File: src/rtl/mem_copy_dma_if.sv
// RAM-side bus between mem_copy_dma (master) and the single-port synchronous RAM (slave).
interface mem_copy_dma_if #(
    parameter int unsigned ADDR_W = 16,
    parameter int unsigned DATA_W = 8
);
    logic              mem_cs;
    logic              mem_re;
    logic              mem_we;
    logic [ADDR_W-1:0] mem_addr;
    logic [DATA_W-1:0] mem_wdata;
    logic [DATA_W-1:0] mem_rdata;

    modport master (
        output mem_cs, mem_re, mem_we, mem_addr, mem_wdata,
        input  mem_rdata
    );

    modport slave (
        input  mem_cs, mem_re, mem_we, mem_addr, mem_wdata,
        output mem_rdata
    );
endinterface

File: src/rtl/mem_copy_dma.sv
// mem_copy_dma: byte-wise block copy inside a single-port synchronous RAM.
// Each byte is a RD cycle followed by a WR cycle. The read data comes back
// registered by the RAM and is passed straight through to the write bus.
// Optional feature macro: MEM_COPY_DMA_FILL_EN adds fill_mode/fill_val. In fill
// mode the engine skips RD and writes fill_val to consecutive addresses.
module mem_copy_dma #(
    parameter int unsigned ADDR_W = 16,
    parameter int unsigned DATA_W = 8,
    parameter int unsigned LEN_W  = 16
) (
    input  logic              clk,
    input  logic              rst_n,
    input  logic              start,
    input  logic [ADDR_W-1:0] src_addr,
    input  logic [ADDR_W-1:0] dst_addr,
    input  logic [LEN_W-1:0]  len,
    input  logic              abort,
`ifdef MEM_COPY_DMA_FILL_EN
    input  logic              fill_mode,
    input  logic [DATA_W-1:0] fill_val,
`endif
    output logic              busy,
    output logic              done,
    output logic              aborted,
    output logic [LEN_W-1:0]  remaining,
    mem_copy_dma_if.master    mem
);

    typedef enum logic [1:0] {
        IDLE,
        RD,
        WR,
        DONE
    } state_t;

    state_t            state;
    logic [ADDR_W-1:0] src_ptr;
    logic [ADDR_W-1:0] dst_ptr;
    logic              fill_q;

`ifdef MEM_COPY_DMA_FILL_EN
    logic [DATA_W-1:0] fill_val_q;

    // Capture the fill byte with each accepted job.
    always_ff @(posedge clk or negedge rst_n) begin
        if (!rst_n) begin
            fill_val_q <= '0;
        end else if (state == IDLE && start) begin
            fill_val_q <= fill_val;
        end
    end

    // Write data: fill byte in fill mode, otherwise RAM read data; zero when not writing.
    assign mem.mem_wdata = !mem.mem_we ? '0 : (fill_q ? fill_val_q : mem.mem_rdata);
`else
    // Write data is the RAM read data passed through; zero when not writing.
    assign mem.mem_wdata = mem.mem_we ? mem.mem_rdata : '0;
`endif

    // Control FSM; strobes and address are registered alongside the next state.
    always_ff @(posedge clk or negedge rst_n) begin
        if (!rst_n) begin
            state        <= IDLE;
            src_ptr      <= '0;
            dst_ptr      <= '0;
            fill_q       <= 1'b0;
            remaining    <= '0;
            busy         <= 1'b0;
            done         <= 1'b0;
            aborted      <= 1'b0;
            mem.mem_cs   <= 1'b0;
            mem.mem_re   <= 1'b0;
            mem.mem_we   <= 1'b0;
            mem.mem_addr <= '0;
        end else begin
            done <= 1'b0;
            case (state)
                IDLE: begin
                    if (start) begin
                        aborted   <= 1'b0;
                        busy      <= 1'b1;
                        remaining <= len;
`ifdef MEM_COPY_DMA_FILL_EN
                        fill_q    <= fill_mode;
`else
                        fill_q    <= 1'b0;
`endif
                        if (len == '0) begin
                            state <= DONE;
                            done  <= 1'b1;
                        end else begin
                            src_ptr    <= src_addr;
                            dst_ptr    <= dst_addr;
                            mem.mem_cs <= 1'b1;
`ifdef MEM_COPY_DMA_FILL_EN
                            if (fill_mode) begin
                                state        <= WR;
                                mem.mem_we   <= 1'b1;
                                mem.mem_addr <= dst_addr;
                            end else begin
                                state        <= RD;
                                mem.mem_re   <= 1'b1;
                                mem.mem_addr <= src_addr;
                            end
`else
                            state        <= RD;
                            mem.mem_re   <= 1'b1;
                            mem.mem_addr <= src_addr;
`endif
                        end
                    end
                end
                RD: begin
                    mem.mem_re <= 1'b0;
                    if (abort) begin
                        state        <= DONE;
                        done         <= 1'b1;
                        aborted      <= 1'b1;
                        mem.mem_cs   <= 1'b0;
                        mem.mem_addr <= '0;
                    end else begin
                        state        <= WR;
                        mem.mem_we   <= 1'b1;
                        mem.mem_addr <= dst_ptr;
                    end
                end
                WR: begin
                    src_ptr   <= src_ptr + ADDR_W'(1);
                    dst_ptr   <= dst_ptr + ADDR_W'(1);
                    remaining <= remaining - LEN_W'(1);
                    if (abort || remaining == LEN_W'(1)) begin
                        state        <= DONE;
                        done         <= 1'b1;
                        mem.mem_cs   <= 1'b0;
                        mem.mem_we   <= 1'b0;
                        mem.mem_addr <= '0;
                        if (abort) begin
                            aborted <= 1'b1;
                        end
                    end else if (fill_q) begin
                        mem.mem_addr <= dst_ptr + ADDR_W'(1);
                    end else begin
                        state        <= RD;
                        mem.mem_we   <= 1'b0;
                        mem.mem_re   <= 1'b1;
                        mem.mem_addr <= src_ptr + ADDR_W'(1);
                    end
                end
                DONE: begin
                    state <= IDLE;
                    busy  <= 1'b0;
                end
                default: begin
                    state <= IDLE;
                end
            endcase
        end
    end

endmodule

File: src/flat_wrapper.sv
// flat-port wrapper written by rule: the top's interface ports become plain ports
module mem_copy_dma_flat 
#(
    parameter int unsigned ADDR_W = 16,
    parameter int unsigned DATA_W = 8,
    parameter int unsigned LEN_W  = 16
)
  (clk, rst_n, start, src_addr, dst_addr, len, abort, busy, done, aborted, remaining, mem_mem_cs, mem_mem_re, mem_mem_we, mem_mem_addr, mem_mem_wdata, mem_mem_rdata);
  mem_copy_dma_if #(.ADDR_W(ADDR_W), .DATA_W(DATA_W)) mem_i ();
  input  logic clk;
  input  logic rst_n;
  input  logic start;
  input  logic [ADDR_W-1:0] src_addr;
  input  logic [ADDR_W-1:0] dst_addr;
  input  logic [LEN_W-1:0] len;
  input  logic abort;
  output logic busy;
  output logic done;
  output logic aborted;
  output logic [LEN_W-1:0] remaining;
  output wire logic [$bits(mem_i.mem_cs)-1:0] mem_mem_cs;
  output wire logic [$bits(mem_i.mem_re)-1:0] mem_mem_re;
  output wire logic [$bits(mem_i.mem_we)-1:0] mem_mem_we;
  output wire logic [$bits(mem_i.mem_addr)-1:0] mem_mem_addr;
  output wire logic [$bits(mem_i.mem_wdata)-1:0] mem_mem_wdata;
  input wire logic [$bits(mem_i.mem_rdata)-1:0] mem_mem_rdata;
  assign mem_mem_cs = mem_i.mem_cs;
  assign mem_mem_re = mem_i.mem_re;
  assign mem_mem_we = mem_i.mem_we;
  assign mem_mem_addr = mem_i.mem_addr;
  assign mem_mem_wdata = mem_i.mem_wdata;
  assign mem_i.mem_rdata = mem_mem_rdata;
  mem_copy_dma #(.ADDR_W(ADDR_W), .DATA_W(DATA_W), .LEN_W(LEN_W)) u_core (.clk(clk), .rst_n(rst_n), .start(start), .src_addr(src_addr), .dst_addr(dst_addr), .len(len), .abort(abort), .busy(busy), .done(done), .aborted(aborted), .remaining(remaining), .mem(mem_i));
endmodule
File: config.mk
export PLATFORM = sky130hd
export DESIGN_NAME = mem_copy_dma_flat
export DESIGN_NICKNAME = d
export VERILOG_FILES = /design/src/rtl/mem_copy_dma_if.sv /design/src/rtl/mem_copy_dma.sv /design/src/flat_wrapper.sv
export SDC_FILE = /design/constraint.sdc
export NUM_CORES = 1
export LEC_CHECK = 0
export ABC_AREA = 1
export BUFFER_PORTS_ARGS = -buffer_cell sky130_fd_sc_hd__buf_2
export CORE_MARGIN = 3
export CORE_UTILIZATION = 42
export DETAILED_ROUTE_END_ITERATION = 16
export GPL_ROUTABILITY_DRIVEN = 0
export PLACE_DENSITY = 0.67
export SYNTH_ARGS = -nofsm -noshare
export SYNTH_HDL_FRONTEND = slang
export SYNTH_SLANG_ARGS = --single-unit
File: constraint.sdc
create_clock -name clk -period 1.6 [get_ports clk]
set_input_delay 0.08 -clock clk [delete_from_list [all_inputs] [get_ports clk]]
set_output_delay 0.08 -clock clk [all_outputs]
set_load 0.02 [all_outputs]
==> impl_metrics.tcl <==
set metrics [dict create \
    max_clock_freq_mhz 635 \
    die_h_microns 115 \
    hold_viol_final 0 \
    synth.top_cell.area_share 0.360 \
    clk_pin_slew_ns 0.06 \
    share_of_async_settable_or_async_resettable_flops_after_synthesis 1.00 \
    area_growth_syn_to_layout_pct 35.2 \
    number_of_routed_nets_with_antenna_violations 0 \
    synth_cell_type_count 34 \
    worstSetupStartpoint "u_core.src_ptr[0]$_DFFE_PN0P_" \
    rows 39 \
    mappedNetlistNets 854 \
    worst-r2r-cell-count 9 \
    timing.max_cap.violations 0 \
    holdCritPathClass "primary input to flop" \
    crit_fanout 4 \
    clock_tree.htree_level_count 3 \
    post_dp_cell_area_sq_mm 0.00602 \
    number_of_standard_cells_after_synthesis 785 \
    post_synthesis_sequential_area_ratio 0.360 \
    master_of_the_slowest_instance_on_the_critical_path "sky130_fd_sc_hd__dfrtp_1" \
    grt_pass1_wl_mm 24.4 \
    timing.hold.worst.start "len[1]" \
    post_synth_main_area_contributors "sky130_fd_sc_hd__dfrtp_1, sky130_fd_sc_hd__nand2_1, sky130_fd_sc_hd__nor2_1" \
    final-setup-viol-count 0 \
    drt-vias-per-instance 5.06 \
    route.detailed.drc 0 \
    initial_utilization 0.434 \
    cts.sink_count 72 \
    instances_no_fill 1085 \
    grt_overflow_total 0 \
    final_max_slew_viol_count 0 \
    maxSlewHeadroom 0.691 \
    chipWidth_microns 115 \
    postRouteWirelength_mm 15.5 \
    hold_depth 3 \
    numPortBuffers 105 \
    power.ir.vdd_worst_mv 0.809 \
    fin_crit_sh 0.984 \
    final.setup.tns_ns 0 \
    synth_top_flop_cell "sky130_fd_sc_hd__dfrtp_1" \
    final_period_minus_worst_setup_slack_ns 1.57 \
    critical_path_class "flop to flop" \
    cts_buffers 9 \
    timing.rr.start "u_core.src_ptr[0]$_DFFE_PN0P_" \
    fp.coreArea_sq_mm 0.0115 \
    synth.yosys.warnings 0 \
    n_fill_cell 1106 \
    setup_ws_ns 0.0255 \
    pwr_density_cell_mw_per_mm2 2230 \
    slowest_delay_ns 0.38 \
    place_inst 1052 \
    grt_pass1_vias 4956 \
    hpwl_after_detailed_placement_mm 10.9 \
    pre_cts_ws_ns -0.0507 \
    synth-edff-count 0 \
    grt_setup_unrepaired "true" \
    worst-endpoint-required_ns 1.86 \
    clock_tree_root_driver_cell "sky130_fd_sc_hd__clkbuf_16" \
    detailedRoute.firstPassIterationCount 5 \
    drt-initial-drc-count 304 \
    crit_arrival_ns 1.84 \
    post_synth_instance_area_sq_mm 0.00500 \
    maximum_number_of_pins_on_one_net_before_global_route_repair 41 \
    setup.worst_path.start_class "flop" \
    groute.usage.overall 0.229 \
    finClkSkew_ns 0.00869 \
    full_die_area_sq_mm 0.0132 \
    antenna_violations_before_repair 0 \
    worstSkewPairLatency_ns 0.34 \
    floorplan.io_pins 106 \
    design_power_total_mw 15.1 \
    yosysTopAreaCell "sky130_fd_sc_hd__dfrtp_1" \
    cts_max_path_buffers 2 \
    path_buf_inv 0 \
    critPathTopFamily "simple AND/OR/NAND/NOR gates" \
    syn_area_per_cell_sq_um 6.37 \
    tritoncts "built" \
    wire_per_inst_microns 14.3 \
    total_leakage_power_nw 3.48 \
    finish.net_count 1007 \
    status "completed" \
    cp_cell_sequence "ha_2 -> nand2_4 -> nor2_4 -> nand2_1 -> xor2_2 -> nand2_1 -> nand2_1 -> nand2_2 -> o21ai_2" \
    post-route-cell-area_sq_mm 0.00676 \
    cp_num_cells 9 \
    crit_path_frequent_cell "sky130_fd_sc_hd__nand2_1" \
    critical_path.endpoint_type "flop" \
    worst-slew-pin-transition_ns 0.464 \
    antenna_cells_inserted 0 \
    final_layout_size_suffix_gt1_frac 0.274 \
    ys_seq_elements 72 \
    vias 5491 \
]
==> worst register-to-register path, stage by stage (launching register included) <==
cell and delay, ns:
sky130_fd_sc_hd__dfrtp_1 0.38, sky130_fd_sc_hd__ha_2 0.23, sky130_fd_sc_hd__nand2_4 0.09, sky130_fd_sc_hd__nor2_4 0.14
sky130_fd_sc_hd__nand2_1 0.10, sky130_fd_sc_hd__xor2_2 0.27, sky130_fd_sc_hd__nand2_1 0.09, sky130_fd_sc_hd__nand2_1 0.09
sky130_fd_sc_hd__nand2_2 0.07, sky130_fd_sc_hd__o21ai_2 0.05
==> path summary, 6_finish.rpt <==
path / to / slack, ns
setup / recovery: u_core.src_ptr[8]$_DFFE_PN0P_ / 0.03
hold / removal: u_core.remaining[1]$_DFFE_PN0P_ / 0.005
setup reg to reg: u_core.src_ptr[8]$_DFFE_PN0P_ / 0.03
hold reg to reg: u_core.mem.mem_addr[0]$_DFFE_PN0P_ / 0.48
max in group asynchronous: u_core.remaining[15]$_DFFE_PN0P_ / 0.80
min in group asynchronous: u_core.src_ptr[10]$_DFFE_PN0P_ / 0.24
==> cell families (layout without fill, tap and decap cells) <==
kind of cell,after synthesis,after routing,share of synthesized area
muxes,1,1,0.00200
DFF,72,72,0.360
AOI/OAI and AO/OA,123,123,0.140
xor gates and xnor gates,1,1,0.00175
adders and majority gates,9,9,0.0225
and+or+nand+nor,471,471,0.381
buffers and inverters,108,265,0.0921
==> layout by cell type (no fill, tap or decap), drive strengths merged, types with 2 or more instances in the layout <==
| master | instances |
|---|---|
| dlygate4sd3 | 3 |
| o21bai | 7 |
| buf | 165 |
| nor3 | 5 |
| a21oi | 16 |
| ha | 9 |
| nand2 | 287 |
| clkinv | 2 |
| nor2 | 117 |
| inv | 80 |
| o22ai | 2 |
| o211ai | 4 |
| dfrtp | 72 |
| nand3b | 3 |
| a31oi | 3 |
| o21ai | 89 |
| clkbuf | 14 |
| nand3 | 48 |
| nand4 | 10 |
==> power breakdown <==
| group | switching, mW | leakage (nW) | internal [mW] |
|---|---|---|---|
| Sequential | 0.814 | 0.879 | 2.78 |
| Combinational | 5.60 | 2.45 | 3.83 |
| Clock | 0.768 | 0.154 | 1.32 |
| Total | 7.18 | 3.48 | 7.92 |
==> area by class of cell <==
type                       instances  area [sq um]  area share
sequential                        72          1800       0.267
inverter                          80           315      0.0466
multi-input combinational        605          2930       0.434
clock inverter                     3          40.0     0.00592
tap                              143           179      0.0265
timing repair buffer             170          1220       0.181
clock buffer                      12           267      0.0394
==> registers in the layout, indices dropped and copies added, names as in the netlist <==
register,count
u_core.mem.mem_we,1
u_core.dst_ptr,16
u_core.remaining,16
u_core.src_ptr,16
u_core.mem.mem_addr,16
u_core.mem.mem_re,1
u_core.done,1
u_core.mem.mem_cs,1
u_core.busy,1
u_core.aborted,1
u_core.state,2
==> Yosys cell counts (3+ instances only) <==
cell                       count
sky130_fd_sc_hd__inv_2         4
sky130_fd_sc_hd__nor2_1      112
sky130_fd_sc_hd__nand3b_1      3
sky130_fd_sc_hd__nand4_1      10
sky130_fd_sc_hd__nand3_1      47
sky130_fd_sc_hd__nor3_1        4
sky130_fd_sc_hd__ha_1          9
sky130_fd_sc_hd__o21ai_1       6
sky130_fd_sc_hd__buf_6         5
sky130_fd_sc_hd__buf_2         8
sky130_fd_sc_hd__nand2_1     285
sky130_fd_sc_hd__o21bai_1      7
sky130_fd_sc_hd__inv_1        76
sky130_fd_sc_hd__o21ai_0      74
sky130_fd_sc_hd__o21ai_2       9
sky130_fd_sc_hd__a31oi_1       3
sky130_fd_sc_hd__clkbuf_1     12
sky130_fd_sc_hd__dfrtp_1      72
sky130_fd_sc_hd__a21oi_1      16
sky130_fd_sc_hd__nor2_2        5
==> metrics by stage <==
stage          hold WS, ns   util
6_report           0.00514  0.587
3_3_place_gp        0.0654  0.523
4_1_cts            0.00188  0.557
3_5_place_dp        0.0648  0.523
2_1_floorplan       -0.216      -
5_1_grt             0.0386  0.587
==> timing repair <==
| action | in CTS | in global routing |
|---|---|---|
| buffers inserted | 1 | 10 |
| endpoints found under the hold margin | 33 | 0 |
| pin swaps | 3 | 10 |
| gates resized for setup | 7 | 82 |
| gates cloned | 1 | 3 |
| setup endpoints to repair | 35 | 66 |
| hold buffers | 3 | 0 |
==> per-layer routing <==
layer	routed length (microns)	vias up	GRT usage
met4	371	0	0.0806
li1	-	2794	-
met3	951	30	0.0263
met1	7220	2490	0.342
met2	6940	177	0.343
met5	0	-	0
(Power assumes the default switching activity.)
